===== src/rtl/mem_port_sequencer_pkg.sv =====
// Package for the memory port sequencer.
// Holds the core's existing memory operation codes (MEM_OP_*, MEM_RD_*, MEM_WR_*),
// the sequencer FSM state and owner encodings, the memory command bundle type,
// and small helpers that say whether a load/store width code is one the port can issue.
package mem_port_sequencer_pkg;

    // Control-unit memory operation codes
    localparam logic [1:0] MEM_OP_NONE  = 2'd0;
    localparam logic [1:0] MEM_OP_LOAD  = 2'd1;
    localparam logic [1:0] MEM_OP_STORE = 2'd2;

    // Load width / signedness codes
    localparam logic [2:0] MEM_RD_NONE = 3'd0;
    localparam logic [2:0] MEM_RD_LB   = 3'd1;
    localparam logic [2:0] MEM_RD_LH   = 3'd2;
    localparam logic [2:0] MEM_RD_LW   = 3'd3;
    localparam logic [2:0] MEM_RD_LBU  = 3'd4;
    localparam logic [2:0] MEM_RD_LHU  = 3'd5;

    // Store width codes, expressed as lane-0 based byte masks
    localparam logic [3:0] MEM_WR_NONE = 4'b0000;
    localparam logic [3:0] MEM_WR_SB   = 4'b0001;
    localparam logic [3:0] MEM_WR_SH   = 4'b0011;
    localparam logic [3:0] MEM_WR_SW   = 4'b1111;

    // Sequencer FSM states
    localparam logic [1:0] SEQ_IDLE = 2'd0;
    localparam logic [1:0] SEQ_BUSY = 2'd1;
    localparam logic [1:0] SEQ_RESP = 2'd2;

    // Which requester owns the access in flight
    localparam logic SEQ_OWNER_IF = 1'b0;
    localparam logic SEQ_OWNER_D  = 1'b1;

    // One memory command as launched towards the memory
    typedef struct packed {
        logic        we;
        logic [31:0] addr;
        logic [3:0]  be;
        logic [31:0] wdata;
    } mem_cmd_t;

    // True for load codes that describe a real access
    function automatic logic rd_code_valid(input logic [2:0] code);
        logic ok;
        case (code)
            MEM_RD_LB, MEM_RD_LH, MEM_RD_LW, MEM_RD_LBU, MEM_RD_LHU: ok = 1'b1;
            default:                                              ok = 1'b0;
        endcase
        return ok;
    endfunction

    // True for store codes that describe a real access
    function automatic logic wr_code_valid(input logic [3:0] code);
        logic ok;
        case (code)
            MEM_WR_SB, MEM_WR_SH, MEM_WR_SW: ok = 1'b1;
            default:                         ok = 1'b0;
        endcase
        return ok;
    endfunction

endpackage


===== src/rtl/mem_port_sequencer_if.sv =====
// Bus bundle of the memory port sequencer.
// Groups the fetch requester (if_*), the data requester (d_*) and the memory
// side (m_*) signals.
//   master : the sequencer's view (drives done/err/rdata and the m_* command).
//   slave  : the environment's view (core requesters plus the memory).
interface mem_port_sequencer_if;
    logic        if_req;
    logic [31:0] if_addr;
    logic        if_done;
    logic [31:0] if_rdata;
    logic        if_err;

    logic        d_req;
    logic [1:0]  d_op;
    logic [2:0]  d_read_type;
    logic [3:0]  d_wmask;
    logic [31:0] d_addr;
    logic [31:0] d_wdata;
    logic        d_done;
    logic [31:0] d_rdata;
    logic        d_err;

    logic        m_req;
    logic        m_we;
    logic [31:0] m_addr;
    logic [3:0]  m_be;
    logic [31:0] m_wdata;
    logic        m_ready;
    logic [31:0] m_rdata;

    modport master (
        input  if_req, if_addr,
        output if_done, if_rdata, if_err,
        input  d_req, d_op, d_read_type, d_wmask, d_addr, d_wdata,
        output d_done, d_rdata, d_err,
        output m_req, m_we, m_addr, m_be, m_wdata,
        input  m_ready, m_rdata
    );

    modport slave (
        output if_req, if_addr,
        input  if_done, if_rdata, if_err,
        output d_req, d_op, d_read_type, d_wmask, d_addr, d_wdata,
        input  d_done, d_rdata, d_err,
        input  m_req, m_we, m_addr, m_be, m_wdata,
        output m_ready, m_rdata
    );
endinterface


===== src/rtl/mem_lane_align.sv =====
// Combinational byte-lane helper for the memory port sequencer.
// Ports:
//   addr_lo       in  2   byte offset within the word
//   read_type     in  3   MEM_RD_* code (MEM_RD_NONE when the access is a store)
//   wmask         in  4   MEM_WR_* code (MEM_WR_NONE when the access is a load)
//   wdata         in  32  right-justified store data
//   rdata         in  32  raw memory word
//   be            out 4   store byte enables, wmask shifted onto its lanes
//   wdata_aligned out 32  store data replicated across all lanes
//   rdata_ext     out 32  selected lanes, sign/zero-extended
//   misalign      out 1   access does not fit its natural alignment
module mem_lane_align
    import mem_port_sequencer_pkg::*;
(
    input  logic [1:0]  addr_lo,
    input  logic [2:0]  read_type,
    input  logic [3:0]  wmask,
    input  logic [31:0] wdata,
    input  logic [31:0] rdata,
    output logic [3:0]  be,
    output logic [31:0] wdata_aligned,
    output logic [31:0] rdata_ext,
    output logic        misalign
);

    logic [31:0] word_s;
    logic        rd_misalign_s;
    logic        wr_misalign_s;

    // Store lanes: shift the mask, replicate the data so every lane carries it
    always_comb begin
        be            = wmask << addr_lo;
        wdata_aligned = 32'h0000_0000;
        case (wmask)
            MEM_WR_SB: wdata_aligned = {4{wdata[7:0]}};
            MEM_WR_SH: wdata_aligned = {2{wdata[15:0]}};
            MEM_WR_SW: wdata_aligned = wdata;
            default:   wdata_aligned = 32'h0000_0000;
        endcase
    end

    // Load extraction: bring the addressed lane down to bit 0, then extend
    always_comb begin
        word_s    = rdata >> {addr_lo, 3'b000};
        rdata_ext = 32'h0000_0000;
        case (read_type)
            MEM_RD_LB:  rdata_ext = {{24{word_s[7]}}, word_s[7:0]};
            MEM_RD_LH:  rdata_ext = {{16{word_s[15]}}, word_s[15:0]};
            MEM_RD_LW:  rdata_ext = word_s;
            MEM_RD_LBU: rdata_ext = {24'h00_0000, word_s[7:0]};
            MEM_RD_LHU: rdata_ext = {16'h0000, word_s[15:0]};
            default:    rdata_ext = 32'h0000_0000;
        endcase
    end

    // Alignment: halfwords need an even address, words a multiple of four
    always_comb begin
        rd_misalign_s = 1'b0;
        wr_misalign_s = 1'b0;
        case (read_type)
            MEM_RD_LH, MEM_RD_LHU: rd_misalign_s = addr_lo[0];
            MEM_RD_LW:             rd_misalign_s = (addr_lo != 2'b00);
            default:               rd_misalign_s = 1'b0;
        endcase
        case (wmask)
            MEM_WR_SH: wr_misalign_s = addr_lo[0];
            MEM_WR_SW: wr_misalign_s = (addr_lo != 2'b00);
            default:   wr_misalign_s = 1'b0;
        endcase
        misalign = rd_misalign_s | wr_misalign_s;
    end

endmodule


===== src/rtl/mem_port_sequencer.sv =====
// Memory port sequencer.
// Shares one single-port, variable-latency memory between instruction fetch
// and load/store. Data requests win over fetch. Stores are lane-aligned,
// loads are extended, misaligned/invalid accesses are answered without
// touching memory, and a stalled memory is abandoned after TIMEOUT_CYCLES.
// Ports:
//   clk  in  clock, everything updates on the rising edge
//   rst  in  synchronous active-high reset
//   bus  master modport of mem_port_sequencer_if (if_*, d_*, m_* signals)
module mem_port_sequencer
    import mem_port_sequencer_pkg::*;
#(
    parameter int unsigned TIMEOUT_CYCLES = 255
) (
    input  logic                 clk,
    input  logic                 rst,
    mem_port_sequencer_if.master bus
);

    // Last BUSY count at which a still-silent memory is abandoned
    localparam logic [7:0] TIMEOUT_LAST = 8'(TIMEOUT_CYCLES - 32'd1);

    logic [1:0]  state_r;
    logic        owner_r;
    logic [7:0]  cnt_r;
    logic [1:0]  cap_lane_r;
    logic [2:0]  cap_rt_r;

    logic        if_done_r;
    logic        if_err_r;
    logic [31:0] if_rdata_r;
    logic        d_done_r;
    logic        d_err_r;
    logic [31:0] d_rdata_r;
    logic        m_req_r;
    logic        m_we_r;
    logic [31:0] m_addr_r;
    logic [3:0]  m_be_r;
    logic [31:0] m_wdata_r;

    logic        d_valid_s;
    logic        win_any_s;
    logic        win_store_s;
    logic [31:0] win_addr_s;
    logic [1:0]  lane_s;
    logic [2:0]  rt_s;
    logic [3:0]  wm_s;
    logic        bad_code_s;
    logic        fault_s;
    logic [3:0]  align_be_s;
    logic [31:0] align_wdata_s;
    logic [31:0] align_rdata_s;
    logic        align_misalign_s;
    mem_cmd_t    cmd_s;

    // Arbitration: a data request with a real op beats fetch
    always_comb begin
        d_valid_s   = bus.d_req && ((bus.d_op == MEM_OP_LOAD) || (bus.d_op == MEM_OP_STORE));
        win_any_s   = d_valid_s || bus.if_req;
        win_store_s = d_valid_s && (bus.d_op == MEM_OP_STORE);
        win_addr_s  = d_valid_s ? bus.d_addr : bus.if_addr;
    end

    // Lane helper inputs: the live winner in IDLE, the captured access afterwards.
    // A fetch is a word load; a store presents no read code so only the store
    // alignment rule applies to it.
    always_comb begin
        lane_s = cap_lane_r;
        rt_s   = cap_rt_r;
        wm_s   = MEM_WR_NONE;
        if (state_r == SEQ_IDLE) begin
            lane_s = win_addr_s[1:0];
            if (!d_valid_s) begin
                rt_s = MEM_RD_LW;
            end else if (win_store_s) begin
                rt_s = MEM_RD_NONE;
            end else begin
                rt_s = bus.d_read_type;
            end
            wm_s = win_store_s ? bus.d_wmask : MEM_WR_NONE;
        end else begin
            lane_s = cap_lane_r;
            rt_s   = cap_rt_r;
            wm_s   = MEM_WR_NONE;
        end
    end

    mem_lane_align u_lane_align (
        .addr_lo       (lane_s),
        .read_type     (rt_s),
        .wmask         (wm_s),
        .wdata         (bus.d_wdata),
        .rdata         (bus.m_rdata),
        .be            (align_be_s),
        .wdata_aligned (align_wdata_s),
        .rdata_ext     (align_rdata_s),
        .misalign      (align_misalign_s)
    );

    // Fault decision and the command that would be launched for the winner
    always_comb begin
        if (d_valid_s) begin
            bad_code_s = win_store_s ? !wr_code_valid(bus.d_wmask) : !rd_code_valid(bus.d_read_type);
        end else begin
            bad_code_s = 1'b0;
        end
        fault_s     = align_misalign_s || bad_code_s;
        cmd_s.we    = win_store_s;
        cmd_s.addr  = {win_addr_s[31:2], 2'b00};
        cmd_s.be    = win_store_s ? align_be_s : 4'b1111;
        cmd_s.wdata = win_store_s ? align_wdata_s : 32'h0000_0000;
    end

    // Sequencer FSM, owner, timeout counter and all registered outputs
    always_ff @(posedge clk) begin
        if (rst) begin
            state_r    <= SEQ_IDLE;
            owner_r    <= SEQ_OWNER_IF;
            cnt_r      <= 8'd0;
            cap_lane_r <= 2'b00;
            cap_rt_r   <= MEM_RD_NONE;
            if_done_r  <= 1'b0;
            if_err_r   <= 1'b0;
            if_rdata_r <= 32'h0000_0000;
            d_done_r   <= 1'b0;
            d_err_r    <= 1'b0;
            d_rdata_r  <= 32'h0000_0000;
            m_req_r    <= 1'b0;
            m_we_r     <= 1'b0;
            m_addr_r   <= 32'h0000_0000;
            m_be_r     <= 4'b0000;
            m_wdata_r  <= 32'h0000_0000;
        end else begin
            case (state_r)
                SEQ_IDLE: begin
                    if (win_any_s) begin
                        owner_r    <= d_valid_s ? SEQ_OWNER_D : SEQ_OWNER_IF;
                        cap_lane_r <= win_addr_s[1:0];
                        cap_rt_r   <= rt_s;
                        if (fault_s) begin
                            // Answer immediately; memory is never asked
                            state_r    <= SEQ_RESP;
                            if_done_r  <= !d_valid_s;
                            if_err_r   <= !d_valid_s;
                            d_done_r   <= d_valid_s;
                            d_err_r    <= d_valid_s;
                            if_rdata_r <= 32'h0000_0000;
                            d_rdata_r  <= 32'h0000_0000;
                        end else begin
                            state_r   <= SEQ_BUSY;
                            m_req_r   <= 1'b1;
                            m_we_r    <= cmd_s.we;
                            m_addr_r  <= cmd_s.addr;
                            m_be_r    <= cmd_s.be;
                            m_wdata_r <= cmd_s.wdata;
                            cnt_r     <= 8'd0;
                        end
                    end else begin
                        state_r <= SEQ_IDLE;
                    end
                end
                SEQ_BUSY: begin
                    if (bus.m_ready) begin
                        state_r <= SEQ_RESP;
                        m_req_r <= 1'b0;
                        if (owner_r == SEQ_OWNER_D) begin
                            d_done_r  <= 1'b1;
                            d_err_r   <= 1'b0;
                            d_rdata_r <= m_we_r ? 32'h0000_0000 : align_rdata_s;
                        end else begin
                            if_done_r  <= 1'b1;
                            if_err_r   <= 1'b0;
                            if_rdata_r <= align_rdata_s;
                        end
                    end else if (cnt_r == TIMEOUT_LAST) begin
                        // Memory never answered: abandon the access
                        state_r    <= SEQ_RESP;
                        m_req_r    <= 1'b0;
                        if_done_r  <= (owner_r == SEQ_OWNER_IF);
                        if_err_r   <= (owner_r == SEQ_OWNER_IF);
                        d_done_r   <= (owner_r == SEQ_OWNER_D);
                        d_err_r    <= (owner_r == SEQ_OWNER_D);
                        if_rdata_r <= 32'h0000_0000;
                        d_rdata_r  <= 32'h0000_0000;
                    end else begin
                        cnt_r <= cnt_r + 8'd1;
                    end
                end
                SEQ_RESP: begin
                    state_r   <= SEQ_IDLE;
                    if_done_r <= 1'b0;
                    if_err_r  <= 1'b0;
                    d_done_r  <= 1'b0;
                    d_err_r   <= 1'b0;
                    m_req_r   <= 1'b0;
                    cnt_r     <= 8'd0;
                end
                default: begin
                    state_r   <= SEQ_IDLE;
                    if_done_r <= 1'b0;
                    if_err_r  <= 1'b0;
                    d_done_r  <= 1'b0;
                    d_err_r   <= 1'b0;
                    m_req_r   <= 1'b0;
                    cnt_r     <= 8'd0;
                end
            endcase
        end
    end

    assign bus.if_done  = if_done_r;
    assign bus.if_err   = if_err_r;
    assign bus.if_rdata = if_rdata_r;
    assign bus.d_done   = d_done_r;
    assign bus.d_err    = d_err_r;
    assign bus.d_rdata  = d_rdata_r;
    assign bus.m_req    = m_req_r;
    assign bus.m_we     = m_we_r;
    assign bus.m_addr   = m_addr_r;
    assign bus.m_be     = m_be_r;
    assign bus.m_wdata  = m_wdata_r;

endmodule

===== src/flat_wrapper.sv =====
// flat-port wrapper written by rule: the top's interface ports become plain ports
module mem_port_sequencer_flat import mem_port_sequencer_pkg::*;
#(
    parameter int unsigned TIMEOUT_CYCLES = 255
)
  (clk, rst, bus_if_req, bus_if_addr, bus_if_done, bus_if_rdata, bus_if_err, bus_d_req, bus_d_op, bus_d_read_type, bus_d_wmask, bus_d_addr, bus_d_wdata, bus_d_done, bus_d_rdata, bus_d_err, bus_m_req, bus_m_we, bus_m_addr, bus_m_be, bus_m_wdata, bus_m_ready, bus_m_rdata);
  mem_port_sequencer_if bus_i ();
  input  logic clk;
  input  logic rst;
  input wire logic [$bits(bus_i.if_req)-1:0] bus_if_req;
  input wire logic [$bits(bus_i.if_addr)-1:0] bus_if_addr;
  output wire logic [$bits(bus_i.if_done)-1:0] bus_if_done;
  output wire logic [$bits(bus_i.if_rdata)-1:0] bus_if_rdata;
  output wire logic [$bits(bus_i.if_err)-1:0] bus_if_err;
  input wire logic [$bits(bus_i.d_req)-1:0] bus_d_req;
  input wire logic [$bits(bus_i.d_op)-1:0] bus_d_op;
  input wire logic [$bits(bus_i.d_read_type)-1:0] bus_d_read_type;
  input wire logic [$bits(bus_i.d_wmask)-1:0] bus_d_wmask;
  input wire logic [$bits(bus_i.d_addr)-1:0] bus_d_addr;
  input wire logic [$bits(bus_i.d_wdata)-1:0] bus_d_wdata;
  output wire logic [$bits(bus_i.d_done)-1:0] bus_d_done;
  output wire logic [$bits(bus_i.d_rdata)-1:0] bus_d_rdata;
  output wire logic [$bits(bus_i.d_err)-1:0] bus_d_err;
  output wire logic [$bits(bus_i.m_req)-1:0] bus_m_req;
  output wire logic [$bits(bus_i.m_we)-1:0] bus_m_we;
  output wire logic [$bits(bus_i.m_addr)-1:0] bus_m_addr;
  output wire logic [$bits(bus_i.m_be)-1:0] bus_m_be;
  output wire logic [$bits(bus_i.m_wdata)-1:0] bus_m_wdata;
  input wire logic [$bits(bus_i.m_ready)-1:0] bus_m_ready;
  input wire logic [$bits(bus_i.m_rdata)-1:0] bus_m_rdata;
  assign bus_i.if_req = bus_if_req;
  assign bus_i.if_addr = bus_if_addr;
  assign bus_if_done = bus_i.if_done;
  assign bus_if_rdata = bus_i.if_rdata;
  assign bus_if_err = bus_i.if_err;
  assign bus_i.d_req = bus_d_req;
  assign bus_i.d_op = bus_d_op;
  assign bus_i.d_read_type = bus_d_read_type;
  assign bus_i.d_wmask = bus_d_wmask;
  assign bus_i.d_addr = bus_d_addr;
  assign bus_i.d_wdata = bus_d_wdata;
  assign bus_d_done = bus_i.d_done;
  assign bus_d_rdata = bus_i.d_rdata;
  assign bus_d_err = bus_i.d_err;
  assign bus_m_req = bus_i.m_req;
  assign bus_m_we = bus_i.m_we;
  assign bus_m_addr = bus_i.m_addr;
  assign bus_m_be = bus_i.m_be;
  assign bus_m_wdata = bus_i.m_wdata;
  assign bus_i.m_ready = bus_m_ready;
  assign bus_i.m_rdata = bus_m_rdata;
  mem_port_sequencer #(.TIMEOUT_CYCLES(TIMEOUT_CYCLES)) u_core (.clk(clk), .rst(rst), .bus(bus_i));
endmodule

===== config.mk =====
export PLATFORM = sky130hd
export DESIGN_NAME = mem_port_sequencer_flat
export DESIGN_NICKNAME = d
export VERILOG_FILES = /design/src/rtl/mem_port_sequencer_pkg.sv /design/src/rtl/mem_port_sequencer_if.sv /design/src/rtl/mem_lane_align.sv /design/src/rtl/mem_port_sequencer.sv /design/src/flat_wrapper.sv
export SDC_FILE = /design/constraint.sdc
export NUM_CORES = 1
export LEC_CHECK = 0
export CORE_MARGIN = 8
export CORE_UTILIZATION = 30
export CTS_CLUSTER_SIZE = 14
export DETAILED_ROUTE_END_ITERATION = 8
export GPL_ROUTABILITY_DRIVEN = 0
export GPL_TIMING_DRIVEN = 0
export SYNTH_ARGS = -nofsm -noshare
export SYNTH_HDL_FRONTEND = slang
export SYNTH_SLANG_ARGS = --single-unit

===== constraint.sdc =====
create_clock -name clk -period 3.6 [get_ports clk]
set_clock_uncertainty 0.1 [all_clocks]
set_input_delay 0.36 -clock clk [delete_from_list [all_inputs] [get_ports clk]]
set_output_delay 0.36 -clock clk [all_outputs]
set_load 0.01 [all_outputs]

==> reports/results.txt, run 1 <==
The flow ran to the end, and the final reports show no timing, DRC or antenna violations. The share of flip-flops with an asynchronous set or reset works out to 0. Synthesis produced 799 cells. The vertical die dimension was 169.2 µm; the latest clock arrival within the worst-skew pair was 0.43 ns. In this run, synthesis produced a sequential element count of 152.

Compared with the post-synthesis result, the final layout area differs by 55.73%. Most frequently used flop master after synthesis: sky130_fd_sc_hd__dfxtp_1. The Yosys step of the flow raised 0 warnings. The tools report the endpoint of the worst setup timing path as u_core.bus.d_rdata[28]. The worst relative slew slack was 0.1489. The register clock-pin slew on the reported worst setup and hold paths works out to 0.06 ns. Max-cap violations in this run came to 0. Data on the critical path arrives at its endpoint at 3.72 ns.

Power spread over the standard cell area amounts to 614.6 nW/µm². The number of global-route vias before repair is 7462, and the final number of max-transition violations is 0. The first detailed-routing pass took 5 iterations. Pin placement for this block handled 280 I/O pins.

Subtracting the final worst setup slack from the clock period gives 3.507 ns. The sequential cell area fraction in the yosys report came out at 0.4324. The synthesized netlist occupies a cell area of 7037 µm². The endpoint identified for the worst register-to-register timing path is u_core.bus.if_rdata[29]. The highest clock rate is 0.2851 GHz, and the detailed placer's ending HPWL is 22890 µm. Setup repair after global routing could not meet its margin everywhere. Leaving out fill and tap cells, the most frequent cells in the layout are sky130_fd_sc_hd__clkdlybuf4s50_1 (276), sky130_fd_sc_hd__dfxtp_1 (152), sky130_fd_sc_hd__nand2_1 (80), sky130_fd_sc_hd__nor2_1 (74), sky130_fd_sc_hd__a21oi_1 (47). The routed layout has 7407 vias. Violation count after the first detailed-route iteration: 555.

The worst-case IR drop observed on VDD is 0.0003439 V. The logs give 2 for the number of buffers on the longest clock path and 65 for the number of distinct library cells after synthesis. The number of buffers inserted for hold repair after clock tree synthesis is 0. The total count of hold-check failures in the final report is 0, and the total number of nets in the final design is 1242.

TritonCTS built the clock tree. The core region is 23260 µm². Counting every sink on the clock net gives 152. Utilization after layout: 0.4711. Port buffering added 276 buffers.

The ratio of cells with drive above 1 in the final layout was 0.1009; the chip width was 169.2 µm. In this run, synthesis inferred 0 flip-flops with an integrated enable. For this run, design rule violations remaining after detail routing come to 0. Worst hold path class: reg -> reg. Counting the buffers created by CTS gives 17.

The number of antenna violations at the first check in global routing was 5. The maximum net fanout on the critical path is 10, and the number of nets with antenna violations after detailed routing is 0. In this run the critical register-to-register path is launched from u_core.state_r[1]. In this run the register-to-register setup slack is 0.35 ns. For this run the aggregate overflow at the end of global routing stands at 0.

For the floorplan die area, the log shows 28610 µm². Dividing the detail-routed via count by the number of cells gives 5.172. The most critical setup path has its startpoint at bus_d_op[1].

The first global-routing pass estimated 44310 µm of wire. The tools report the element type at the critical path start as a primary input. The all-layer global routing usage was 0.1992. The worst setup path is of the in -> reg kind.

The initial standard-cell utilization of the core was 0.3025. Measured in cells, the most critical reg-to-reg path has a length of 9. Total power: 6.735 mW.

The tools report the placement row count as 56. Timing analysis after detailed placement gives a worst setup slack of -0.7239 ns. Setup slack closes at 0.09305 ns.

STA puts the critical path data required time at 3.81 ns. For this block, the routed nets add up to 29710 µm of wire. The library cell used most frequently in the layout, excluding fill and tap cells, is sky130_fd_sc_hd__clkdlybuf4s50_1.

The static leakage power is 3.938 nW, and the final setup violation count is 0. Dividing the detail-routed wire length by the instance count gives 20.74 µm. Actual slew at the worst max-slew pin: 1.267 ns. STA classifies the critical path endpoint as a register.

The portion of the clock cycle consumed by the worst path in the final layout works out to 0.9742. Entering global routing, the biggest net connects 17 pins. The tree is rooted in a sky130_fd_sc_hd__clkbuf_16.

After synthesis, the mean cell area works out to 8.807 µm². The number of H-tree levels came out at 4.
==> flip-flops by register name, indices dropped and copies added (netlist names) <==
register	flops
u_core.bus.if_done	1
u_core.state_r	2
u_core.bus.d_rdata	32
u_core.cap_rt_r	3
u_core.owner_r	1
u_core.bus.m_req	1
u_core.bus.m_addr	30
u_core.cnt_r	8
u_core.bus.d_err	1
u_core.bus.if_err	1
u_core.bus.m_be	4
u_core.bus.if_rdata	32
u_core.bus.d_done	1
u_core.bus.m_we	1
u_core.cap_lane_r	2
u_core.bus.m_wdata	32
==> per-stage QoR <==
stage | TNS [ns] | instances | instance area, µm² | hold WS [ns]
2_1_floorplan | 0 | 800 | 7041 | 0.3517
3_3_place_gp | -70.61 | 1395 | 10200 | 0.3431
3_5_place_dp | -74.38 | 1396 | 10210 | 0.3454
4_1_cts | 0 | 1429 | 10840 | 0.3584
5_1_grt | -0.1555 | 1432 | 10960 | 0.3787
6_report | 0 | 1432 | 10960 | 0.3562
==> repair_timing <==
| item | 4_1_cts | 5_1_grt |
|---|---|---|
| pin swaps | 2 | 3 |
| setup endpoints to repair | 109 | 120 |
| resized for setup | 10 | 27 |
| buffers inserted | 2 | 2 |
==> cells in the mapped netlist, drive strengths merged, types with 21 or more instances <==
cell     number  area [µm²]
a22o         32       280.3
buf          29       160.2
nand3        38       190.2
dfxtp       152        3043
nor3         21       121.4
a21oi        50       254.0
o21ai        27       138.9
o2bb2ai      41       359.1
nand2        82       307.8
a22oi        23       172.7
clkbuf       34       127.6
a311oi       30       262.8
nor2         78       292.8
==> cell families after synthesis <==
group                    share of synthesized area
AO/OA/AOI/OAI                               0.3071
multiplexers                               0.02827
adder cells (fa/ha/maj)                   0.005335
buffers and inverters                      0.04676
AND/OR/NAND/NOR                             0.1796
flip-flops                                  0.4324
other                                    0.0005329
==> area by class of cell <==
| type | count | area (µm²) |
|---|---|---|
| flip-flops and latches | 152 | 3043 |
| clock buffers | 21 | 450.4 |
| well taps | 319 | 399.1 |
| fillers | 2288 | 12300 |
| inverters | 11 | 41.29 |
| diodes | 3 | 7.507 |
| clock inverters | 11 | 137.6 |
| multi-input cells | 574 | 3779 |
| plain buffers | 60 | 290.3 |
| repair buffers | 281 | 2810 |
==> layer usage <==
metal	global-route usage	part of all wire	wire length [µm]
met3	0.06467	0.089	2630
met1	0.2551	0.45	13240
met2	0.3090	0.44	13020
met5	0	0.00091	27
met4	0.07234	0.026	784
==> power breakdown <==
| part | leakage [nW] | internal, mW | switching, mW |
|---|---|---|---|
| logic | 2.43 | 1.21 | 1.67 |
| clock network | 0.277 | 1.05 | 0.771 |
| registers | 1.23 | 1.89 | 0.135 |
==> critical path, cell delays in order <==
cell and delay (ns):
sky130_fd_sc_hd__clkdlybuf4s50_1 0.53, sky130_fd_sc_hd__ha_2 0.33, sky130_fd_sc_hd__or4b_1 0.47, sky130_fd_sc_hd__buf_4 0.21
sky130_fd_sc_hd__a211oi_4 0.23, sky130_fd_sc_hd__a21oi_1 0.12, sky130_fd_sc_hd__a2111oi_2 0.53, sky130_fd_sc_hd__a21o_1 0.22
sky130_fd_sc_hd__buf_4 0.18, sky130_fd_sc_hd__nor2_4 0.08, sky130_fd_sc_hd__buf_2 0.21, sky130_fd_sc_hd__a22o_1 0.25
==> worst min path at each step <==
stage                            from                endpoint  depth (start not counted)
6_report        u_core.bus.d_rdata[7]   u_core.bus.d_rdata[7]                          2
5_1_grt        u_core.bus.m_wdata[29]  u_core.bus.m_wdata[29]                          1
4_1_cts         u_core.bus.d_rdata[7]   u_core.bus.d_rdata[7]                          2
3_5_place_dp   u_core.bus.m_wdata[17]  u_core.bus.m_wdata[17]                          1
3_3_place_gp    u_core.bus.d_rdata[7]   u_core.bus.d_rdata[7]                          2
2_1_floorplan         u_core.cnt_r[5]         u_core.cnt_r[5]                          2
Power figures use the tool's default switching activity.
==> run 2, diff against run 1 <==
Settings changed: HOLD_SLACK_MARGIN set to 0.12, MAX_ROUTING_LAYER set to met4.
==> reports/results.txt, run 2 (synthesis results as in run 1) <==
The number of DRC violations after detailed routing came out at 0 (unchanged). The vertical die dimension was 169.2 µm (unchanged); the count of max-cap constraint violations was 0 (unchanged). The maximum net fanout on the critical path was 8 (was 10); the highest clock rate was 0.2858 GHz (was 0.2851 GHz). The placement row count is 56 (unchanged). The detail-routed net length per standard cell is 20.75 µm (was 20.74 µm). The storage element area came out at 3043 µm² (unchanged). The buffer type at the clock tree root is sky130_fd_sc_hd__clkbuf_16 (unchanged).

The chip width was 169.2 µm (unchanged); the total count of hold-check failures in the final report was 0 (unchanged). The number of buffers inserted for hold repair after clock tree synthesis is 0 (unchanged). The number of fill cells was 2290 (was 2288). The latest clock arrival within the worst-skew pair came out at 0.43 ns (about the same). The area growth from synthesis to layout was 55.49% (was 55.73%); the ratio of cells with drive above 1 in the final layout was 0.09919 (was 0.1009). The number of placed instances, taps included came out at 1396 (unchanged). Element type at the critical path start: a primary input (unchanged).

The run gives 17 (unchanged) as the number of clock buffers inserted by TritonCTS. The routed wire length is 29730 µm (was 29710 µm). Total power: 6.714 mW (was 6.735 mW). The portion of the clock cycle consumed by the worst path in the final layout is 0.9721 (was 0.9742). The tools report the category of the worst setup path capture point as a register (unchanged). The footprint of the multi-input gates is 3775 µm² (was 3779 µm²), and the post-detailed-route via-to-cell ratio is 5.197 (was 5.172).

The detailed placer's ending HPWL was 22890 µm (unchanged). The worst hold path class is reg -> reg (unchanged). The required time reported for the critical path endpoint came out at 3.87 ns (was 3.81 ns). The critical-path cell with the highest stage delay was sky130_fd_sc_hd__clkdlybuf4s50_1 (unchanged).

Number of buffers on the longest clock path: 2 (unchanged). The tools report the worst supply voltage drop on vdd as 0.0003460 V (was 0.0003439 V). The number of top-level design ports is 280 (unchanged), and the post-route minimum period is 3.500 ns (was 3.507 ns). Maximum number of pins on one net before global-route repair: 17 (unchanged). The floorplan die area was 28610 µm² (unchanged); the register clock-pin slew on the reported worst setup and hold paths was 0.06 ns (about the same).

Worst relative slew slack: 0.1592 (was 0.1489). The run gives 0 (unchanged) as the final setup violation count. Total via count in the routed design: 7448 (was 7407). The most common library cell in the layout ignoring fill and taps is sky130_fd_sc_hd__clkdlybuf4s50_1 (unchanged).

Final non-filler cell total: 1433 (was 1432). The setup slack at placement is -0.7239 ns (unchanged), and the final number of max-transition violations is 0 (unchanged). The flow ran to the end, and the final reports show no timing, DRC or antenna violations.

Overflow left after global routing: 0 (unchanged). The violation count after the first detailed-route iteration came out at 631 (was 555). The count of clock tree sinks is 152 (unchanged). The tools report the number of nets with antenna violations after detailed routing as 0 (unchanged). The cell occurring most often along the worst timing path was sky130_fd_sc_hd__a21oi_1 (was sky130_fd_sc_hd__buf_4). The initial standard-cell utilization of the core is 0.3025 (unchanged), and the static leakage power is 3.928 nW (was 3.938 nW). For the number of antenna violations at the first check in global routing, the log shows 5 (unchanged).

The number of H-tree levels was 4 (unchanged); the power per unit of standard cell area was 613.6 nW/µm² (was 614.6 nW/µm²). The tools report the total number of nets in the final design as 1241 (was 1242). Type of the setup path with the least slack: in -> reg (unchanged). CP Cell Sequence: clkdlybuf4s50_1 > ha_2 > or4b_1 > buf_4 > a211oi_4 > a21oi_1 > a2111oi_2 > a21oi_1 > nor3_4 > a32o_1 (was clkdlybuf4s50_1 > ha_2 > or4b_1 > buf_4 > a211oi_4 > a21oi_1 > a2111oi_2 > a21o_1 > buf_4 > nor2_4 > buf_2 > a22o_1). The tools report the placeable core region as 23260 µm² (unchanged). TritonCTS built the clock tree. The worst path setup slack after routing is 0.1005 ns (was 0.09305 ns), and the actual slew at the worst max-slew pin is 1.252 ns (was 1.267 ns). The tools report the number of detailed-routing iterations run before antenna repair as 5 (unchanged). The logs give 3.77 ns (was 3.72 ns) for the worst endpoint data arrival time and 7473 (was 7462) for the number of global-route vias before repair. The delay of the slowest cell on the worst path was 0.53 ns (about the same). The number of buffers inserted by port buffering came out at 276 (unchanged). Leading cell types in the layout, fill and taps excluded: sky130_fd_sc_hd__clkdlybuf4s50_1 (276), sky130_fd_sc_hd__dfxtp_1 (152), sky130_fd_sc_hd__nand2_1 (80), sky130_fd_sc_hd__nor2_1 (74), sky130_fd_sc_hd__a21oi_1 (48) (was sky130_fd_sc_hd__clkdlybuf4s50_1 (276), sky130_fd_sc_hd__dfxtp_1 (152), sky130_fd_sc_hd__nand2_1 (80), sky130_fd_sc_hd__nor2_1 (74), sky130_fd_sc_hd__a21oi_1 (47)). The all-layer global routing usage was 0.2052 (was 0.1992). For the wire length of the first global-routing pass, the log shows 44310 µm (unchanged).
==> run 2: worst paths after layout <==
check	startpoint	end	slack [ns]	depth (start not counted)
worst max register to register	u_core.state_r[1]	u_core.bus.if_rdata[29]	0.35	9
worst min-delay path	u_core.bus.d_rdata[7]	u_core.bus.d_rdata[7]	0.36	2
worst min register to register	u_core.bus.d_rdata[7]	u_core.bus.d_rdata[7]	0.36	2
worst max-delay path	bus_d_op[1]	u_core.bus.d_rdata[3]	0.10	10
==> run 2: worst max-delay path: cells and delay by family <==
family / cells / cell delay, ns
compound gates: 5 / 1.41
fa+ha+maj: 1 / 0.33
buf+inv: 2 / 0.74
simple gates: 2 / 0.93
==> run 2: where the power goes <==
| group | internal [mW] | switching, mW | leakage, nW |
|---|---|---|---|
| combinational | 1.19 | 1.66 | 2.42 |
| sequential | 1.89 | 0.136 | 1.23 |
| clock | 1.05 | 0.773 | 0.277 |
==> run 2: cell type report <==
cell class | count | share of cell area
clock buffers | 21 | 0.04117
clock inverters | 11 | 0.01258
repair buffers | 280 | 0.2550
multi-input cells | 574 | 0.3450
flip-flops and latches | 152 | 0.2781
plain buffers | 60 | 0.02676
inverters | 11 | 0.003774
well taps | 319 | 0.03648
diodes | 5 | 0.001144
==> run 2: per-layer routing <==
metal / wire, µm / global-route usage / up-vias
li1: - / - / 3613
met1: 13480 / 0.2599 / 3483
met2: 13000 / 0.3083 / 313
met3: 2490 / 0.05769 / 39
met4: 755 / 0.07387 / 0
met5: 0 / - / -
==> run 2: metrics by stage <==
stage	TNS, ns	area, µm²	util	hold slack, ns
2_1_floorplan	0	7041	-	0.3517
3_3_place_gp	-70.61	10200	0.4386	0.3431
3_5_place_dp	-74.38	10210	0.4388	0.3454
4_1_cts	0	10840	0.4660	0.3584
5_1_grt	-0.001171	10940	0.4704	0.3787
6_report	0	10940	0.4704	0.3563
==> run 2: timing repair <==
item                                    4_1_cts  5_1_grt
endpoints found under the setup margin      109      121
cloned                                        0        0
hold endpoints to repair                      0        0
setup buffers                                 2        1
gates resized for setup                      10       27
pin swaps                                     2        2
